[src/rtl/game_countdown_timer.sv]
// Round clock for the game: counts down from START_SECONDS in BCD on one-second ticks,
// with pause, restart, abort, a low-time warning and a one-shot expiry event.
module game_countdown_timer #(
   parameter int unsigned START_SECONDS = 120,
   parameter int unsigned WARN_SECONDS  = 10
) (
   input  logic       clk,
   input  logic       rst,
   input  logic       one_sec_tick,
   input  logic       start,
   input  logic       pause,
   input  logic       abort,
   output logic [3:0] bcd_hund,
   output logic [3:0] bcd_tens,
   output logic [3:0] bcd_ones,
   output logic       running,
   output logic       warn,
   output logic       time_up,
   output logic       time_up_pulse
);

   localparam logic [3:0] ReloadHund = 4'((START_SECONDS / 100) % 10);
   localparam logic [3:0] ReloadTens = 4'((START_SECONDS / 10) % 10);
   localparam logic [3:0] ReloadOnes = 4'(START_SECONDS % 10);
   // Clamp so the 10-bit compare below never sees a truncated limit.
   localparam logic [9:0] WarnLimit  = 10'((WARN_SECONDS > 999) ? 999 : WARN_SECONDS);

   typedef enum logic [1:0] {StIdle, StRun, StPaused, StExpired} state_e;

   state_e     state_q, state_d;
   logic [3:0] hund_q, hund_d, tens_q, tens_d, ones_q, ones_d;
   logic [3:0] hund_dec, tens_dec, ones_dec;
   logic       running_q, running_d;
   logic       warn_q, warn_d;
   logic       time_up_q, time_up_d;
   logic       pulse_q, pulse_d;
   logic [9:0] remaining_d;
   logic       at_one;

   // BCD decrement by one second with borrow through tens and hundreds.
   always_comb begin
      hund_dec = hund_q;
      tens_dec = tens_q;
      ones_dec = ones_q - 4'd1;
      if (ones_q == 4'd0) begin
         ones_dec = 4'd9;
         tens_dec = tens_q - 4'd1;
         if (tens_q == 4'd0) begin
            tens_dec = 4'd9;
            hund_dec = hund_q - 4'd1;
         end
      end
   end

   assign at_one = (hund_q == 4'd0) && (tens_q == 4'd0) && (ones_q == 4'd1);

   always_comb begin
      state_d = state_q;
      hund_d  = hund_q;
      tens_d  = tens_q;
      ones_d  = ones_q;
      pulse_d = 1'b0;
      if (abort) begin
         state_d = StIdle;
         hund_d  = ReloadHund;
         tens_d  = ReloadTens;
         ones_d  = ReloadOnes;
      end else if (start) begin
         state_d = StRun;
         hund_d  = ReloadHund;
         tens_d  = ReloadTens;
         ones_d  = ReloadOnes;
      end else begin
         unique case (state_q)
            StIdle: ;
            StRun: begin
               if (pause) begin
                  state_d = StPaused;
               end else if (one_sec_tick) begin
                  if (at_one) begin
                     state_d = StExpired;
                     hund_d  = 4'd0;
                     tens_d  = 4'd0;
                     ones_d  = 4'd0;
                     pulse_d = 1'b1;
                  end else begin
                     hund_d = hund_dec;
                     tens_d = tens_dec;
                     ones_d = ones_dec;
                  end
               end
            end
            StPaused: begin
               if (!pause) state_d = StRun;
            end
            StExpired: ;
            default: state_d = StIdle;
         endcase
      end
   end

   always_comb begin
      remaining_d = 10'(hund_d) * 10'd100 + 10'(tens_d) * 10'd10 + 10'(ones_d);
      running_d   = (state_d == StRun);
      time_up_d   = (state_d == StExpired);
      warn_d      = ((state_d == StRun) || (state_d == StPaused)) &&
                    (remaining_d != 10'd0) && (remaining_d <= WarnLimit);
   end

   always_ff @(posedge clk) begin
      if (!rst) begin
         state_q   <= StIdle;
         hund_q    <= ReloadHund;
         tens_q    <= ReloadTens;
         ones_q    <= ReloadOnes;
         running_q <= 1'b0;
         warn_q    <= 1'b0;
         time_up_q <= 1'b0;
         pulse_q   <= 1'b0;
      end else begin
         state_q   <= state_d;
         hund_q    <= hund_d;
         tens_q    <= tens_d;
         ones_q    <= ones_d;
         running_q <= running_d;
         warn_q    <= warn_d;
         time_up_q <= time_up_d;
         pulse_q   <= pulse_d;
      end
   end

   assign bcd_hund      = hund_q;
   assign bcd_tens      = tens_q;
   assign bcd_ones      = ones_q;
   assign running       = running_q;
   assign warn          = warn_q;
   assign time_up       = time_up_q;
   assign time_up_pulse = pulse_q;

endmodule

[config.mk]
export PLATFORM = sky130hd
export DESIGN_NAME = game_countdown_timer
export DESIGN_NICKNAME = d
export VERILOG_FILES = /design/src/rtl/game_countdown_timer.sv
export SDC_FILE = /design/constraint.sdc
export NUM_CORES = 1
export LEC_CHECK = 0
export BUFFER_PORTS_ARGS = -buffer_cell sky130_fd_sc_hd__buf_2
export CORE_ASPECT_RATIO = 0.5
export CORE_MARGIN = 2
export CORE_UTILIZATION = 45
export DETAILED_ROUTE_END_ITERATION = 16
export GPL_ROUTABILITY_DRIVEN = 0
export GPL_TIMING_DRIVEN = 0
export HOLD_SLACK_MARGIN = 0.08
export PLACE_DENSITY = 0.74
export SLEW_MARGIN = 20
export SYNTH_ARGS = -nofsm -noshare
export SYNTH_HDL_FRONTEND = slang
export SYNTH_SLANG_ARGS = --single-unit
[constraint.sdc]
create_clock -name clk -period 6.45 [get_ports clk]
set_input_delay 1.29 -clock clk [delete_from_list [all_inputs] [get_ports clk]]
set_output_delay 1.29 -clock clk [all_outputs]
set_load 0.01 [all_outputs]
Yosys cells after proc, flatten, opt, wreduce, memory -nomap -nowiden

Index checks and enable logic that the tools add are counted.

Output and inout bits: 16
Latch bits: 0
Memories kept: 0
Logic and storage cells: 66
Input port bits: 6
Bits in read-only memories: 0
Bits in writable memories: 0
Flip-flop bits (word level): 18

Shift-type cells: 0
Reductions and logical operators: 10
Multipliers: 2
Equal/unequal tests: 6
Add/subtract/negate cells: 5
Bitwise operators: 3
Muxes and demuxes: 31
Div/mod/pow operators: 0
Magnitude comparators: 1

Operators by type and width:

| kind                | number |
|---|---|
| $mux 4              | 23 |
| $logic_not 4->1     | 3 |
| $mux 2              | 6 |
| $sub 4x1->4 const B | 3 |
| $add 10x4->10       | 1 |
| $add 10x8->10       | 1 |
| $le 10x4->1 const B | 1 |
| $reduce_bool 10->1  | 1 |
| $mul 4x5->8 const B | 1 |
| $mul 4x3->7 const B | 1 |
| $eq 2x2->1 const B  | 3 |
| $reduce_or 6->1     | 1 |
| $eq 2x1->1 const B  | 2 |
| $eq 4x1->1 const B  | 1 |
| $logic_and 1x1->1   | 4 |
| $pmux 2 s2          | 1 |
| $not 1->1           | 3 |
| $logic_or 1x1->1    | 1 |
| $mux 1              | 1 |

Longest topological paths before layout

Word-level depth: 15
Depth in mapped cells: 20
Depth with buffers taken out: 19

Worst setup path before layout

No wires, ideal clock.

Path kind: input -> register
Start point: in pause
End point: reg warn_q (netlist: warn)
Data required time: 6.391 ns
Setup time: 0.059 ns
Path slack: 1.540 ns
Data arrival time: 4.851 ns
Cell stages on the path: 18
Path buffers: 1
Cell sequence: and3b_1 > buf_6 > nand3_2 > or4_1 > xor2_1 > nor2_1 > ha_1 > ha_1 > inv_1 > fa_1 > inv_1 > ha_1 > ha_1 > nor2b_1 > a2111oi_0 > nand4_1 > a2111oi_0 > o211a_1

Cells in the longest elaborated chain, start to end: 10
Elaborated cells on any way between the ends: 28
Classes of those cells: add/sub: 2; mul: 2; order compare: 1; eq/ne: 2; mux: 17; reduce/logical: 4

Ends and longest elaborated chain:

| item                                                                | RTL line | text |
|---|---|---|
| start, declared                                                     | 11       | `input logic pause,` |
| $mux 4 (*)                                                          | 77       | `if (pause) begin` |
| $mux 4 (*)                                                          | 74       | `unique case (state_q)` |
| $mux 4 (*)                                                          | 68       | `end else if (start) begin` |
| $mux 4 (*)                                                          | 63       | `if (abort) begin` |
| named net hund_d[3]                                                 | 31       | `logic [3:0] hund_q, hund_d, tens_q, tens_d, ones_q, ones_d;` |
| $mul 4x5->8 (*)                                                     | 103      | `remaining_d = 10'(hund_d) * 10'd100 + 10'(tens_d) * 10'd10 + 10'(ones_d);` |
| $add 10x8->10 (*)                                                   | 103      |  |
| $add 10x4->10 (*)                                                   | 103      |  |
| parallel branches: the longest is 2 deep, another holds $le 10x4->1 | --       |  |
| $logic_and 1x1->1 (*)                                               | 107      | `(remaining_d != 10'd0) && (remaining_d <= WarnLimit);` |
| end signal, assigned                                                | 126      | `warn_q <= warn_d;` |
| end, declared                                                       | 34       | `logic warn_q, warn_d;` |

Mark *: on every way through the listed nets, which the timed path passes.
A chain may end at the register's enable or synchronous reset.

Worst setup path in the final report

Same ends and word-level chain as after synthesis.

==> impl_metrics.tcl <==
set metrics [dict create \
    setup-violations-final 0 \
    rsz0062_at_grt "false" \
    cts.sinks 18 \
    synth.most_common_cell "ha_1" \
    p_leak_nw 0.909 \
    wirelength_um 3610 \
    wl_per_cell_um 12.8 \
    synth.avg_cell_area_um2 8.53 \
    hp-class "register to register" \
    grt_max_degree 11 \
    syn_inst 206 \
    cp_top_family "compound AO/OA/AOI/OAI gates" \
    rows 15 \
    met3_length_um 165 \
    maxCapViolations 0 \
    yosys-top-cells-count "31 x ha_1, 28 x inv_1, 21 x nor2_1, 18 x dfxtp_1, 10 x a21oi_1" \
    topRoutingLayerUsed "met4" \
    relSlewSlack 0.521 \
    synth_top_area_frac 0.221 \
    finClkSkew_ns 0.00455 \
    cts_tree "yes" \
    slowest_stage "o21ai_0" \
    first_global_vias 1372 \
    clk_latency_ns 0.25 \
    coreArea_um2 3580 \
    h-tree-depth 1 \
    required_ns 6.65 \
    path_cells "buf_2, and3b_1, buf_6, nand3_2, xnor2_1, o21ai_0, ha_1, ha_1, inv_1, fa_1, inv_1, ha_1, ha_1, nor2b_1, a2111oi_0, nand4_1, a2111oi_0, o211a_1" \
    ys.flop_type "dfxtp_1" \
    die_h_um 48.2 \
    ys_types 47 \
    fmax_ghz 0.188 \
    gr-usage-all-layers 0.182 \
    diodes 0 \
    cp_num_buf_inv 4 \
    ios 22 \
    area_delta_synth_final_pct 12.7 \
    syn_area_um2 1760 \
    drive_gt1_frac 0.156 \
    ant_nets 0 \
    grt-ovfl-total 0 \
    worstPathMaxFanout 9 \
    peakVddDrop_mv 0.0757 \
    final_util 0.553 \
    slew_violations 0 \
    die_w_um 92.4 \
    synth-seq-cells 18 \
    dr_wl_met2_um 1640 \
    reg2reg_slack_ns 1.62 \
    antenna_found_initial 0 \
    powerDensity_nw_per_um2 112 \
    synthTopCellsByArea "ha_1 22%, dfxtp_1 21%, inv_1 6.0%, fa_1 5.7%, nor2_1 4.5%" \
    root_buffer "clkbuf_8" \
    finalSetupTns_ns 0 \
    synth-edff-count 0 \
    die_area_um2 4450 \
    hold_buffers 0 \
    critical_path_class "primary input to register" \
    route.detailed.drc 0 \
    multi_input_comb_area_um2 1260 \
    async_flop_share 0 \
    portBuffers 21 \
    critPathLaunchType "primary input" \
    nFillCells 343 \
    ys_warn_count 0 \
    dr.pass1.iters 4 \
    yosys.area.top_type "ha_1" \
    end_kind "register" \
    vias 1482 \
    cp_data_arrival_time_ns 5.53 \
    worstMarginPinSlew_ns 0.711 \
    cts_buffers 3 \
    cpPeakStageDelay_ns 0.57 \
    initial_core_util 0.490 \
    fin_crit_ns 5.33 \
    via_per_inst 5.26 \
    status "finished clean" \
    hpwl_um 2990 \
    drt_iter0_markers 69 \
    crit_top_cell "ha_1" \
    clk_pin_slew_ns 0.07 \
    wl_met1_um 1770 \
    cts.path.max_buffers 2 \
    fin_crit_sh 0.826 \
    grt_pass1_wl_um 6220 \
    seq_area_um2 360 \
    syn-num-nets 248 \
    ys_seq_area_frac 0.205 \
    cts.repair.resized 0 \
    nets 274 \
    post_cts_buffers 0 \
    finalHoldViolCount 0 \
]
## placed cells by master (no fill, tap or decap), types with 3 or more instances in the layout
cell type	instances
or2_2	3
a21oi_1	10
dfxtp_1	18
nor2b_1	4
and2_1	5
clkbuf_8	4
buf_2	21
mux2i_1	3
fa_1	5
nand2_1	5
o21ai_0	9
xor2_1	5
ha_1	31
nor2_1	21
inv_1	28
nor3_1	9
nand4_1	4
xnor2_1	6
nand3_1	6
## worst min-delay path, stage by stage, from the launching register on
cell,delay (ns)
dfxtp_1,0.36
xor2_1,0.11
nor3_2,0.09
## logic make-up (layout without fill, tap and decap cells)
group	Yosys count	after routing	share of synthesized area
AOI/OAI and AO/OA	35	35	0.128
and+or+nand+nor	71	71	0.235
adders and majority gates	36	36	0.278
muxes	4	4	0.0235
xor gates and xnor gates	11	11	0.0548
buffers and inverters	31	56	0.0755
DFF	18	18	0.205
## area by class of cell
type | instances | area share
Buffer | 3 | 0.0139
Clock buffer | 4 | 0.0278
Inverter | 28 | 0.0531
Multi-Input combinational cell | 157 | 0.638
Sequential cell | 18 | 0.182
Tap cell | 51 | 0.0322
Timing Repair Buffer | 21 | 0.0531
## layer usage
metal | global-route usage | vias to the layer above
met1 | 0.236 | 687
met4 | 0.0388 | 0
li1 | - | 761
met2 | 0.323 | 30
met5 | 0 | -
met3 | 0.0433 | 4
## state kept, by name (all words and copies together) (netlist names)
register       count
running            1
warn               1
time_up            1
bcd_tens           4
time_up_pulse      1
bcd_ones           4
state_q            2
bcd_hund           4
## power breakdown
part           total (W)  internal, W  switching [W]
sequential      0.000112     0.000112    0.000000485
clock          0.0000927    0.0000542      0.0000385
combinational  0.0000160   0.00000601     0.00000995
total           0.000221     0.000172      0.0000489
## final timing paths
check	start	to	cells past startpoint
max	pause	warn	18
min	bcd_hund[3]	bcd_hund[3]	2
max reg2reg	bcd_ones[0]	warn	18
min reg2reg	bcd_hund[3]	bcd_hund[3]	2
## metrics by stage
step           total power, W  std cells  hold WS (ns)  area (um2)  setup WS [ns]
6_report             0.000221        282         0.595        1980           1.12
5_1_grt              0.000232        282         0.669        1980          0.892
4_1_cts              0.000223        282         0.601        1980           1.16
3_5_place_dp         0.000131        278         0.580        1930          0.927
3_3_place_gp         0.000130        278         0.582        1930          0.974
2_1_floorplan        0.000125        206         0.608        1760           1.54
Note: power is estimated with default switching activity, not from simulation.
